## src/rtl/bcd_display_ctrl_pkg.sv

```systemverilog
// Shared constants, state encoding and sizing helpers for the BCD display controller.
package calc_disp_pkg;

    localparam logic [3:0] BLANK_CODE = 4'hF;

    localparam logic [1:0] ST_IDLE   = 2'd0;
    localparam logic [1:0] ST_CONV   = 2'd1;
    localparam logic [1:0] ST_FINISH = 2'd2;

    typedef enum logic [1:0] {
        IDLE   = ST_IDLE,
        CONV   = ST_CONV,
        FINISH = ST_FINISH
    } state_e;

    function automatic int cnt_width(input int width);
        return $clog2(width + 1);
    endfunction

    // One spare nibble above the shown digits, widened when WIDTH needs more decimal digits.
    function automatic int bcd_nibbles(input int width, input int digits);
        int need;
        need = (width * 30103 + 99999) / 100000;
        return (need > digits + 1) ? need : digits + 1;
    endfunction

endpackage

```

## src/rtl/bcd_display_ctrl_if.sv

```systemverilog
// Request/result bundle between the ALU side and the BCD display controller.
interface bcd_display_ctrl_if #(
    parameter int WIDTH  = 8,
    parameter int DIGITS = 3
);
    // start is accepted on an edge where busy=0; done pulses for one cycle when
    // digits/neg/ovf take their new values, and those hold until the next done.
    logic                start;
    logic [WIDTH-1:0]    value;
    logic                busy;
    logic                done;
    logic [4*DIGITS-1:0] digits;
    logic                neg;
    logic                ovf;
    logic [1:0]          state;

    modport master (output start, value, input busy, done, digits, neg, ovf, state);
    modport slave  (input start, value, output busy, done, digits, neg, ovf, state);
endinterface

```

## src/rtl/bcd_display_ctrl_add3.sv

```systemverilog
// Double-dabble correction cell: adds 3 to a BCD nibble of 5 or more.
module bcd_add3 (
    input  logic [3:0] din,
    output logic [3:0] dout
);
    assign dout = (din >= 4'd5) ? din + 4'd3 : din;
endmodule

```

## src/rtl/bcd_display_ctrl.sv

```systemverilog
// Iterative binary-to-BCD converter with sign, overflow and leading-zero blanking.
module bcd_display_ctrl
    import calc_disp_pkg::*;
#(
    parameter int WIDTH  = 8,
    parameter int DIGITS = 3,
    parameter bit SIGNED = 1'b1
) (
    input logic              clk,
    input logic              rst,
    bcd_display_ctrl_if.slave bus
);
    localparam int NB = bcd_nibbles(WIDTH, DIGITS);
    localparam int CW = cnt_width(WIDTH);

    state_e              state, state_nx;
    logic [WIDTH-1:0]    mag;
    logic [4*NB-1:0]     bcd, bcd_adj;
    logic [CW-1:0]       cnt;
    logic                sign_r;
    logic [4*DIGITS-1:0] digits_r, disp;
    logic                done_r, neg_r, ovf_r;
    logic                ovf_c, neg_c, lead;

    for (genvar g = 0; g < NB; g++) begin : g_add3
        bcd_add3 u_add3 (.din(bcd[4*g +: 4]), .dout(bcd_adj[4*g +: 4]));
    end

    always_comb begin
        state_nx = state;
        case (state)
            IDLE:    if (bus.start) state_nx = CONV;
            CONV:    if (cnt == CW'(WIDTH - 1)) state_nx = FINISH;
            FINISH:  state_nx = IDLE;
            default: state_nx = IDLE;
        endcase
    end

    // Anything in the nibbles above the shown digits cannot be displayed.
    always_comb begin
        ovf_c = |bcd[4*NB-1:4*DIGITS];
        neg_c = sign_r & (|bcd) & ~ovf_c;
        lead  = 1'b1;
        disp  = '0;
        for (int i = DIGITS - 1; i >= 0; i--) begin
            lead = lead && (bcd[4*i +: 4] == 4'd0) && (i > 0);
            disp[4*i +: 4] = (lead || ovf_c) ? BLANK_CODE : bcd[4*i +: 4];
        end
    end

    always_ff @(posedge clk or posedge rst) begin
        if (rst) begin
            state    <= IDLE;
            mag      <= '0;
            bcd      <= '0;
            cnt      <= '0;
            sign_r   <= 1'b0;
            digits_r <= {DIGITS{BLANK_CODE}};
            done_r   <= 1'b0;
            neg_r    <= 1'b0;
            ovf_r    <= 1'b0;
        end else begin
            state  <= state_nx;
            done_r <= 1'b0;
            case (state)
                IDLE: if (bus.start) begin
                    mag    <= (SIGNED && bus.value[WIDTH-1]) ? (~bus.value + 1'b1) : bus.value;
                    sign_r <= SIGNED & bus.value[WIDTH-1];
                    bcd    <= '0;
                    cnt    <= '0;
                end
                CONV: begin
                    {bcd, mag} <= {bcd_adj[4*NB-2:0], mag, 1'b0};
                    cnt        <= cnt + 1'b1;
                end
                FINISH: begin
                    digits_r <= disp;
                    neg_r    <= neg_c;
                    ovf_r    <= ovf_c;
                    done_r   <= 1'b1;
                end
                default: ;
            endcase
        end
    end

    assign bus.busy   = (state != IDLE);
    assign bus.done   = done_r;
    assign bus.digits = digits_r;
    assign bus.neg    = neg_r;
    assign bus.ovf    = ovf_r;
    assign bus.state  = state;
endmodule

```

## src/flat_wrapper.sv

```systemverilog
// flat-port wrapper written by rule: the top's interface ports become plain ports
module bcd_display_ctrl_flat import calc_disp_pkg::*;
#(
    parameter int WIDTH  = 8,
    parameter int DIGITS = 3,
    parameter bit SIGNED = 1'b1
)
  (clk, rst, bus_start, bus_value, bus_busy, bus_done, bus_digits, bus_neg, bus_ovf, bus_state);
  bcd_display_ctrl_if #(.WIDTH(WIDTH), .DIGITS(DIGITS)) bus_i ();
  input logic clk;
  input logic rst;
  input wire logic [$bits(bus_i.start)-1:0] bus_start;
  input wire logic [$bits(bus_i.value)-1:0] bus_value;
  output wire logic [$bits(bus_i.busy)-1:0] bus_busy;
  output wire logic [$bits(bus_i.done)-1:0] bus_done;
  output wire logic [$bits(bus_i.digits)-1:0] bus_digits;
  output wire logic [$bits(bus_i.neg)-1:0] bus_neg;
  output wire logic [$bits(bus_i.ovf)-1:0] bus_ovf;
  output wire logic [$bits(bus_i.state)-1:0] bus_state;
  assign bus_i.start = bus_start;
  assign bus_i.value = bus_value;
  assign bus_busy = bus_i.busy;
  assign bus_done = bus_i.done;
  assign bus_digits = bus_i.digits;
  assign bus_neg = bus_i.neg;
  assign bus_ovf = bus_i.ovf;
  assign bus_state = bus_i.state;
  bcd_display_ctrl #(.WIDTH(WIDTH), .DIGITS(DIGITS), .SIGNED(SIGNED)) u_core (.clk(clk), .rst(rst), .bus(bus_i));
endmodule
```

## config.mk

```make
export PLATFORM = sky130hd
export DESIGN_NAME = bcd_display_ctrl_flat
export DESIGN_NICKNAME = d
export VERILOG_FILES = /design/src/rtl/bcd_display_ctrl_pkg.sv /design/src/rtl/bcd_display_ctrl_if.sv /design/src/rtl/bcd_display_ctrl_add3.sv /design/src/rtl/bcd_display_ctrl.sv /design/src/flat_wrapper.sv
export SDC_FILE = /design/constraint.sdc
export NUM_CORES = 1
export LEC_CHECK = 0
export CAP_MARGIN = 25
export CORE_MARGIN = 5
export CORE_UTILIZATION = 52
export CTS_BUF_LIST = sky130_fd_sc_hd__clkbuf_8
export CTS_CLUSTER_DIAMETER = 30
export DETAILED_ROUTE_END_ITERATION = 7
export GPL_TIMING_DRIVEN = 0
export PLACE_DENSITY = 0.83
export SYNTH_ARGS = -nofsm -noshare
export SYNTH_HDL_FRONTEND = slang
export SYNTH_HIERARCHICAL = 1
export SYNTH_SLANG_ARGS = --single-unit
```

## constraint.sdc

```tcl
create_clock -name clk -period 1.62 [get_ports clk]
set_clock_uncertainty 0.15 [all_clocks]
set_input_delay 0.162 -clock clk [delete_from_list [all_inputs] [get_ports clk]]
set_output_delay 0.162 -clock clk [all_outputs]
set_load 0.02 [all_outputs]
```

==> results of run 1 <==
-- timing repair --
item,in CTS,in global routing
gates cloned,0,0
gates resized for setup,22,23
hold endpoints to repair,0,0
setup buffers,4,9
pin swaps,2,7
setup endpoints to repair,37,31
-- worst max path at each step --
stage                                    startpoint                               end  slack (ns)  cells past startpoint
floorplan           u_core/bus.state[0]$_DFFE_PP0P_  u_core/bus.digits[8]$_DFFE_PP1P_        0.04                      6
global placement                                rst        u_core/bus.ovf$_DFFE_PP0P_       -0.64                      2
detailed placement                     bus_value[2]         u_core/mag[6]$_DFFE_PP0P_       -0.17                      5
CTS                 u_core/bus.state[0]$_DFFE_PP0P_  u_core/bus.digits[8]$_DFFE_PP1P_     -0.0002                      6
global route              u_core/bcd[5]$_DFFE_PP0P_         u_core/bcd[6]$_DFFE_PP0P_       -0.10                      7
finish                    u_core/bcd[5]$_DFFE_PP0P_  u_core/bus.digits[5]$_DFFE_PP1P_       -0.05                      4
-- where the power goes --
group | switching, uW | total, uW | internal [uW]
Sequential | 472 | 2170 | 1700
Clock | 386 | 684 | 298
Combinational | 1490 | 2810 | 1310
Total | 2350 | 5660 | 3310
-- cell usage in the layout, fill, tap and decap left out, drive strengths merged, types with 8 or more instances in the layout --
| cell type | instances |
|---|---|
| nand2b | 8 |
| o22a | 12 |
| dfrtp | 34 |
| dlygate4sd2 | 13 |
| o21ai | 20 |
| inv | 15 |
| nor2 | 9 |
| nand2 | 60 |
| nand3 | 18 |
| buf | 24 |
| dfstp | 12 |
| ha | 10 |
| clkdlybuf4s50 | 11 |
-- sequential cells by signal, indices dropped and copies added (netlist names) --
| signal | count |
|---|---|
| u_core/bcd | 16 |
| u_core/cnt | 4 |
| u_core/mag | 8 |
| u_core/bus.ovf | 1 |
| u_core/bus.digits | 12 |
| u_core/bus.done | 1 |
| u_core/sign_r | 1 |
| u_core/bus.state | 2 |
| u_core/bus.neg | 1 |
-- tightest hold or removal path: stages --
cell     delay [ns]
buf_2          0.15
nand4_1        0.08
o21ai_1        0.05
-- cell type report --
type | instances | area, sq um | share of cell area (%)
clock inverters | 3 | 17.5 | 0.577
inverters | 14 | 52.6 | 1.73
multi-input cells | 186 | 1210 | 39.9
well taps | 52 | 65.1 | 2.14
repair buffers | 41 | 379 | 12.5
clock buffers | 5 | 68.8 | 2.27
plain buffers | 9 | 66.3 | 2.19
flip-flops and latches | 46 | 1170 | 38.7
-- per-stage QoR --
| stage | instances | TNS, ns |
|---|---|---|
| floorplan | 256 | 0 |
| global placement | 335 | -25.99 |
| detailed placement | 336 | -1.28 |
| CTS | 348 | -0.000180 |
| global route | 356 | -0.517 |
| finish | 356 | -0.166 |
-- metal layers --
metal / vias up / track usage, %
met5: - / 0
met4: 0 / 7.17
met3: 16 / 4.23
met2: 62 / 28.5
met1: 945 / 21.8
li1: 966 / -
==> reports/metrics.yaml, run 1 <==
synth:
  synth_area_sq_mm: 0.00242
  syn_inst: 256
  yosysWarnings: 6
  synth_nets: 277
  synth.avg_cell_area_sq_um: 9.47
detailed_routing:
  drc_errors: 0
  ant_nets: 0
  drt_wl_total_um: 5050
  top_layer: "met4"
  wl_met3_um: 281
  drtPass1Iterations: 4
  wire_per_inst_um: 14.2
  m1WireLength_um: 2140
  wl_met2_um: 2490
  vias: 1989
  dr.first_iter.drc_count: 143
  via_per_inst: 5.59
setup_path:
  cp_slowest_cell: "or4_4"
  worstSetupEndpointType: "register"
  cp_max_fo: 4
  cp.arrival_ns: 1.77
  crit_buf_inv: 1
  reg2reg_from: "u_core/bcd[5]$_DFFE_PP0P_"
  path_cells: "buf_4, or4_4, o21ai_4, o22a_1"
  r2r-end: "u_core/bus.digits[5]$_DFFE_PP1P_"
  path_class: "register to register"
  reg2reg_depth: 4
  critPathTopFamily: "simple AND/OR/NAND/NOR gates"
  start_kind: "register"
  critPathMaxStageDelay_ns: 0.54
  regToRegSetupSlack_ns: -0.05
  crit_required_ns: 1.72
place:
  dp_hpwl_um: 3500
  port_buffers: 27
  post_dp_cell_area_sq_mm: 0.00279
  place_congestion: 0.807
  pre_cts_slack_ns: -0.173
pwr:
  power_uw: 5660
  ir_worst_vdd_mv: 0.754
  p_leak_uw: 0.00137
  p_per_area_mw_per_mm2: 1870
timing:
  fmax_ghz: 0.597
  slew-limit-headroom_pct: 62.1
  hold_viol: 0
  rsz0062_at_grt: "yes"
  timing.hold.ws_ns: 0.0288
  setup_viol: 4
  finalCriticalPeriod_ns: 1.67
  slew_viol_final: 0
  tightest_slew_ns: 0.565
  fin_crit_sh_pct: 103
  fin_ws_ns: -0.0540
floorplanning:
  ios: 29
  core_area_sq_mm: 0.00444
  initial_core_util_pct: 54.5
  die_h_um: 78.3
  die_w_um: 78.3
  rows: 24
  die_area_sq_mm: 0.00613
global_routing:
  antenna_found_initial: 0
  gr-usage-all-layers_pct: 17.3
  grt_pass1_wl_um: 8510
  grt_start_max_net_pins: 25
  grt_pass1_vias: 1864
  grt-ovfl-total: 0
worst_hold_path:
  min_to: "u_core/mag[7]$_DFFE_PP0P_"
  hold_path_depth: 3
  worstHoldPathType: "input pin to register"
  min_from: "bus_value[7]"
clocking:
  clkLatencyLatePin_ns: 0.30
  cts_buffers: 5
  path_clk_slew_ns: 0.09
  h-tree-depth: 2
  cts_sinks: 46
  cts_tree: "done"
  cts_buffer_depth: 2
  cts_hold_buf: 0
  cts_root_buf: "clkbuf_8"
finish:
  design_area_sq_mm: 0.00303
  syn2layout_area_growth_pct: 25.2
  layout-drive-gt1-share_pct: 25.0
  antennaDiodeCount: 0
  layout.nets: 324
  finalCoreUtilization_pct: 68.3
  fillers: 363
flow_run:
  max-cap-violations: 0
outcome:
  status: "finished with violations"
  violations: "setup timing"
Power figures use the tool's default switching activity.
==> inputs of run 2 (changes only) <==
--- a/config.mk
+++ b/config.mk
@@ -6,13 +6,15 @@
 export NUM_CORES = 1
 export LEC_CHECK = 0
 export CAP_MARGIN = 25
+export CELL_PAD_IN_SITES_DETAIL_PLACEMENT = 0
+export CELL_PAD_IN_SITES_GLOBAL_PLACEMENT = 1
 export CORE_MARGIN = 5
-export CORE_UTILIZATION = 52
+export CORE_UTILIZATION = 44
 export CTS_BUF_LIST = sky130_fd_sc_hd__clkbuf_8
 export CTS_CLUSTER_DIAMETER = 30
 export DETAILED_ROUTE_END_ITERATION = 7
 export GPL_TIMING_DRIVEN = 0
-export PLACE_DENSITY = 0.83
+export PLACE_DENSITY = 0.86
 export SYNTH_ARGS = -nofsm -noshare
 export SYNTH_HDL_FRONTEND = slang
 export SYNTH_HIERARCHICAL = 1
==> constraint.sdc (replaced) <==
create_clock -name clk -period 1.7 [get_ports clk]
set_clock_uncertainty 0.15 [all_clocks]
set_input_delay 0.17 -clock clk [delete_from_list [all_inputs] [get_ports clk]]
set_output_delay 0.17 -clock clk [all_outputs]
set_load 0.02 [all_outputs]
==> reports/metrics.yaml, run 2 (synthesized netlist as in run 1, its figures left out) <==
global_routing:
  gr-usage-all-layers_pct: 13.8  # -3.5 points
  grt_start_max_net_pins: 28  # +12%
  grt-ovfl-total: 0  # unchanged
  grt_pass1_wl_um: 8080  # -5.0%
  antenna_found_initial: 0  # unchanged
  grt_pass1_vias: 1744  # -6.4%
floorplanning:
  initial_core_util_pct: 44.6  # -10 points
  core_area_sq_mm: 0.00544  # +22%
  die_w_um: 84.2  # +7.6%
  ios: 29  # unchanged
  die_area_sq_mm: 0.00709  # +16%
  rows: 27  # +13%
  die_h_um: 84.2  # +7.6%
setup_path:
  worstSetupEndpointType: "primary output"
  regToRegSetupSlack_ns: 0.08  # +0.13 ns
  path_class: "register to primary output"
  cp.arrival_ns: 1.31  # -0.46 ns
  cp.depth: 4  # unchanged
  start_kind: "register"
  cp_slowest_cell: "dfrtp_1"
  worstSetupEndpoint: "bus_busy"
  cp-startpoint: "u_core/bus.state[0]$_DFFE_PP0P_"
  crit_required_ns: 1.38  # -0.34 ns
  critPathMaxStageDelay_ns: 0.40  # -0.14 ns
  reg2reg_from: "u_core/bcd[8]$_DFFE_PP0P_"
  critPathTopFamily: "buffers and inverters"
  r2r-end: "u_core/bus.digits[6]$_DFFE_PP1P_"
  crit_buf_inv: 3  # +2
  cp_max_fo: 8  # +4
  path_cells: "buf_6, nor2_4, inv_1, dlygate4sd2_1"
  reg2reg_depth: 3  # -1
timing:
  slew_viol_final: 0  # unchanged
  setup_viol: 0  # -4
  hold_viol: 0  # unchanged
  rsz0062_at_grt: "yes"
  finalCriticalPeriod_ns: 1.63
  fin_crit_sh_pct: 96.0
  tightest_slew_ns: 0.577  # +0.0119 ns
  fmax_ghz: 0.613
  slew-limit-headroom_pct: 61.2  # -0.80 points
  fin_ws_ns: 0.0685  # +0.122 ns
pwr:
  p_int_uw: 2940  # -11%
  p_per_area_mw_per_mm2: 1730  # -7.1%
  seqPwrFrac_pct: 40.7  # +2.3 points
  power.switching_uw: 2090  # -11%
  p_leak_uw: 0.00127  # -6.8%
  ir_worst_vdd_mv: 0.682  # -9.6%
  clockPowerShare_pct: 13.6  # +1.5 points
  swShare_pct: 41.6  # +0.076 points
  combPwrFrac_pct: 45.7  # -3.9 points
detailed_routing:
  drtPass1Iterations: 4  # unchanged
  wire_per_inst_um: 12.6  # -11%
  drt_wl_total_um: 4580  # -9.4%
  dr.first_iter.drc_count: 76  # -47%
  drc_errors: 0  # unchanged
  via_per_inst: 5.09  # -8.8%
  ant_nets: 0  # unchanged
  vias: 1854  # -6.8%
clocking:
  cts_root_buf: "clkbuf_8"
  cts_sinks: 46  # unchanged
  post-cts-setup-buffers: 0  # -4
  h-tree-depth: 2  # unchanged
  cts_tree: "done"
  cts_buffer_depth: 2  # unchanged
  path_clk_slew_ns: 0.09  # about the same
  clkLatencyLatePin_ns: 0.30  # about the same
  cts_buffers: 5  # unchanged
  cts_hold_buf: 0  # unchanged
finish:
  syn2layout_area_growth_pct: 19.6
  layout.nets: 312  # -3.7%
  layout-drive-gt1-share_pct: 17.5  # -7.5 points
  final_common_cell: "nand2_1"
  layout_common_cells: "nand2_1 (59), dfrtp_1 (33), nand3_1 (18), dlygate4sd2_1 (14), o21ai_0 (14)"
  antennaDiodeCount: 0  # unchanged
  top_register: "u_core/bcd"
  design_area_sq_mm: 0.00290  # -4.5%
  largest_reg_flops: 16  # unchanged
  finalCoreUtilization_pct: 53.3  # -15 points
outcome:
  status: "completed"
flow_run:
  max-cap-violations: 0  # unchanged
worst_hold_path:
  worstHoldPathType: "input pin to async pin"
place:
  place_congestion: 0.755  # -6.4%
  post_dp_cell_area_sq_mm: 0.00280  # +0.63%
  dp_hpwl_um: 3470  # -0.76%
  port_buffers: 27  # unchanged
  pre_cts_slack_ns: -0.155  # +0.0182 ns
==> run 2: power groups by stage <==
| stage | registers (uW) | clock network (uW) | logic [uW] |
|---|---|---|---|
| final | 2050 | 684 | 2300 |
| after global routing | 2140 | 749 | 2630 |
| after CTS | 2040 | 712 | 2310 |
| after detailed placement | 2070 | 0 | 2390 |
| after global placement | 2060 | 0 | 2320 |
| after floorplan | 2130 | 0 | 1590 |
==> run 2: what timing repair did <==
item / CTS / global route
hold endpoints to repair: 0 / 0
pin swaps: 0 / 2
gates resized for setup: 15 / 7
endpoints found under the setup margin: 14 / 9
==> run 2: cell type report <==
| type | instances | area [sq um] |
|---|---|---|
| inverters | 14 | 52.6 |
| clock inverters | 3 | 23.8 |
| fillers | 531 | 2540 |
| flip-flops and latches | 46 | 1170 |
| well taps | 72 | 90.1 |
| multi-input cells | 186 | 1150 |
| clock buffers | 5 | 68.8 |
| repair buffers | 28 | 273 |
| plain buffers | 10 | 68.8 |
==> run 2: worst register-to-register path: stages (launching register included) <==
cell,delay [ns]
dfrtp_2,0.47
or4_4,0.59
o21ai_4,0.21
o22a_1,0.16
==> run 2: worst min-delay path by stage <==
| stage | startpoint | to | slack [ns] | depth (start not counted) |
|---|---|---|---|---|
| detailed placement | u_core/cnt[3]$_DFFE_PP0P_ | u_core/bus.state[1]$_DFFE_PP0P_ | 0.31 | 1 |
| CTS | rst | u_core/bcd[1]$_DFFE_PP0P_ | 0.03 | 2 |
| floorplan | bus_start | u_core/cnt[2]$_DFFE_PP0P_ | 0.11 | 1 |
| finish | rst | u_core/bcd[2]$_DFFE_PP0P_ | 0.03 | 2 |
| global placement | u_core/cnt[3]$_DFFE_PP0P_ | u_core/bus.state[1]$_DFFE_PP0P_ | 0.32 | 1 |
| global route | rst | u_core/bcd[1]$_DFFE_PP0P_ | 0.05 | 2 |
==> run 2: stage by stage <==
stage	std cells	hold slack [ns]	total power, uW	setup TNS, ns
detailed placement	356	0.311	4460	-0.493
finish	364	0.0286	5030	0
global placement	355	0.319	4380	-24.56
floorplan	256	0.107	3720	0
CTS	364	0.0328	5070	0
global route	364	0.0454	5520	0
==> run 2: layer usage <==
| layer | GRT usage (%) | share of wire (%) | vias up |
|---|---|---|---|
| met3 | 3.24 | 5.1 | 7 |
| met4 | 3.51 | 1.1 | 0 |
| met2 | 22.7 | 46 | 37 |
| li1 | - | - | 946 |
| met5 | 0 | 0 | - |
| met1 | 18.4 | 48 | 864 |
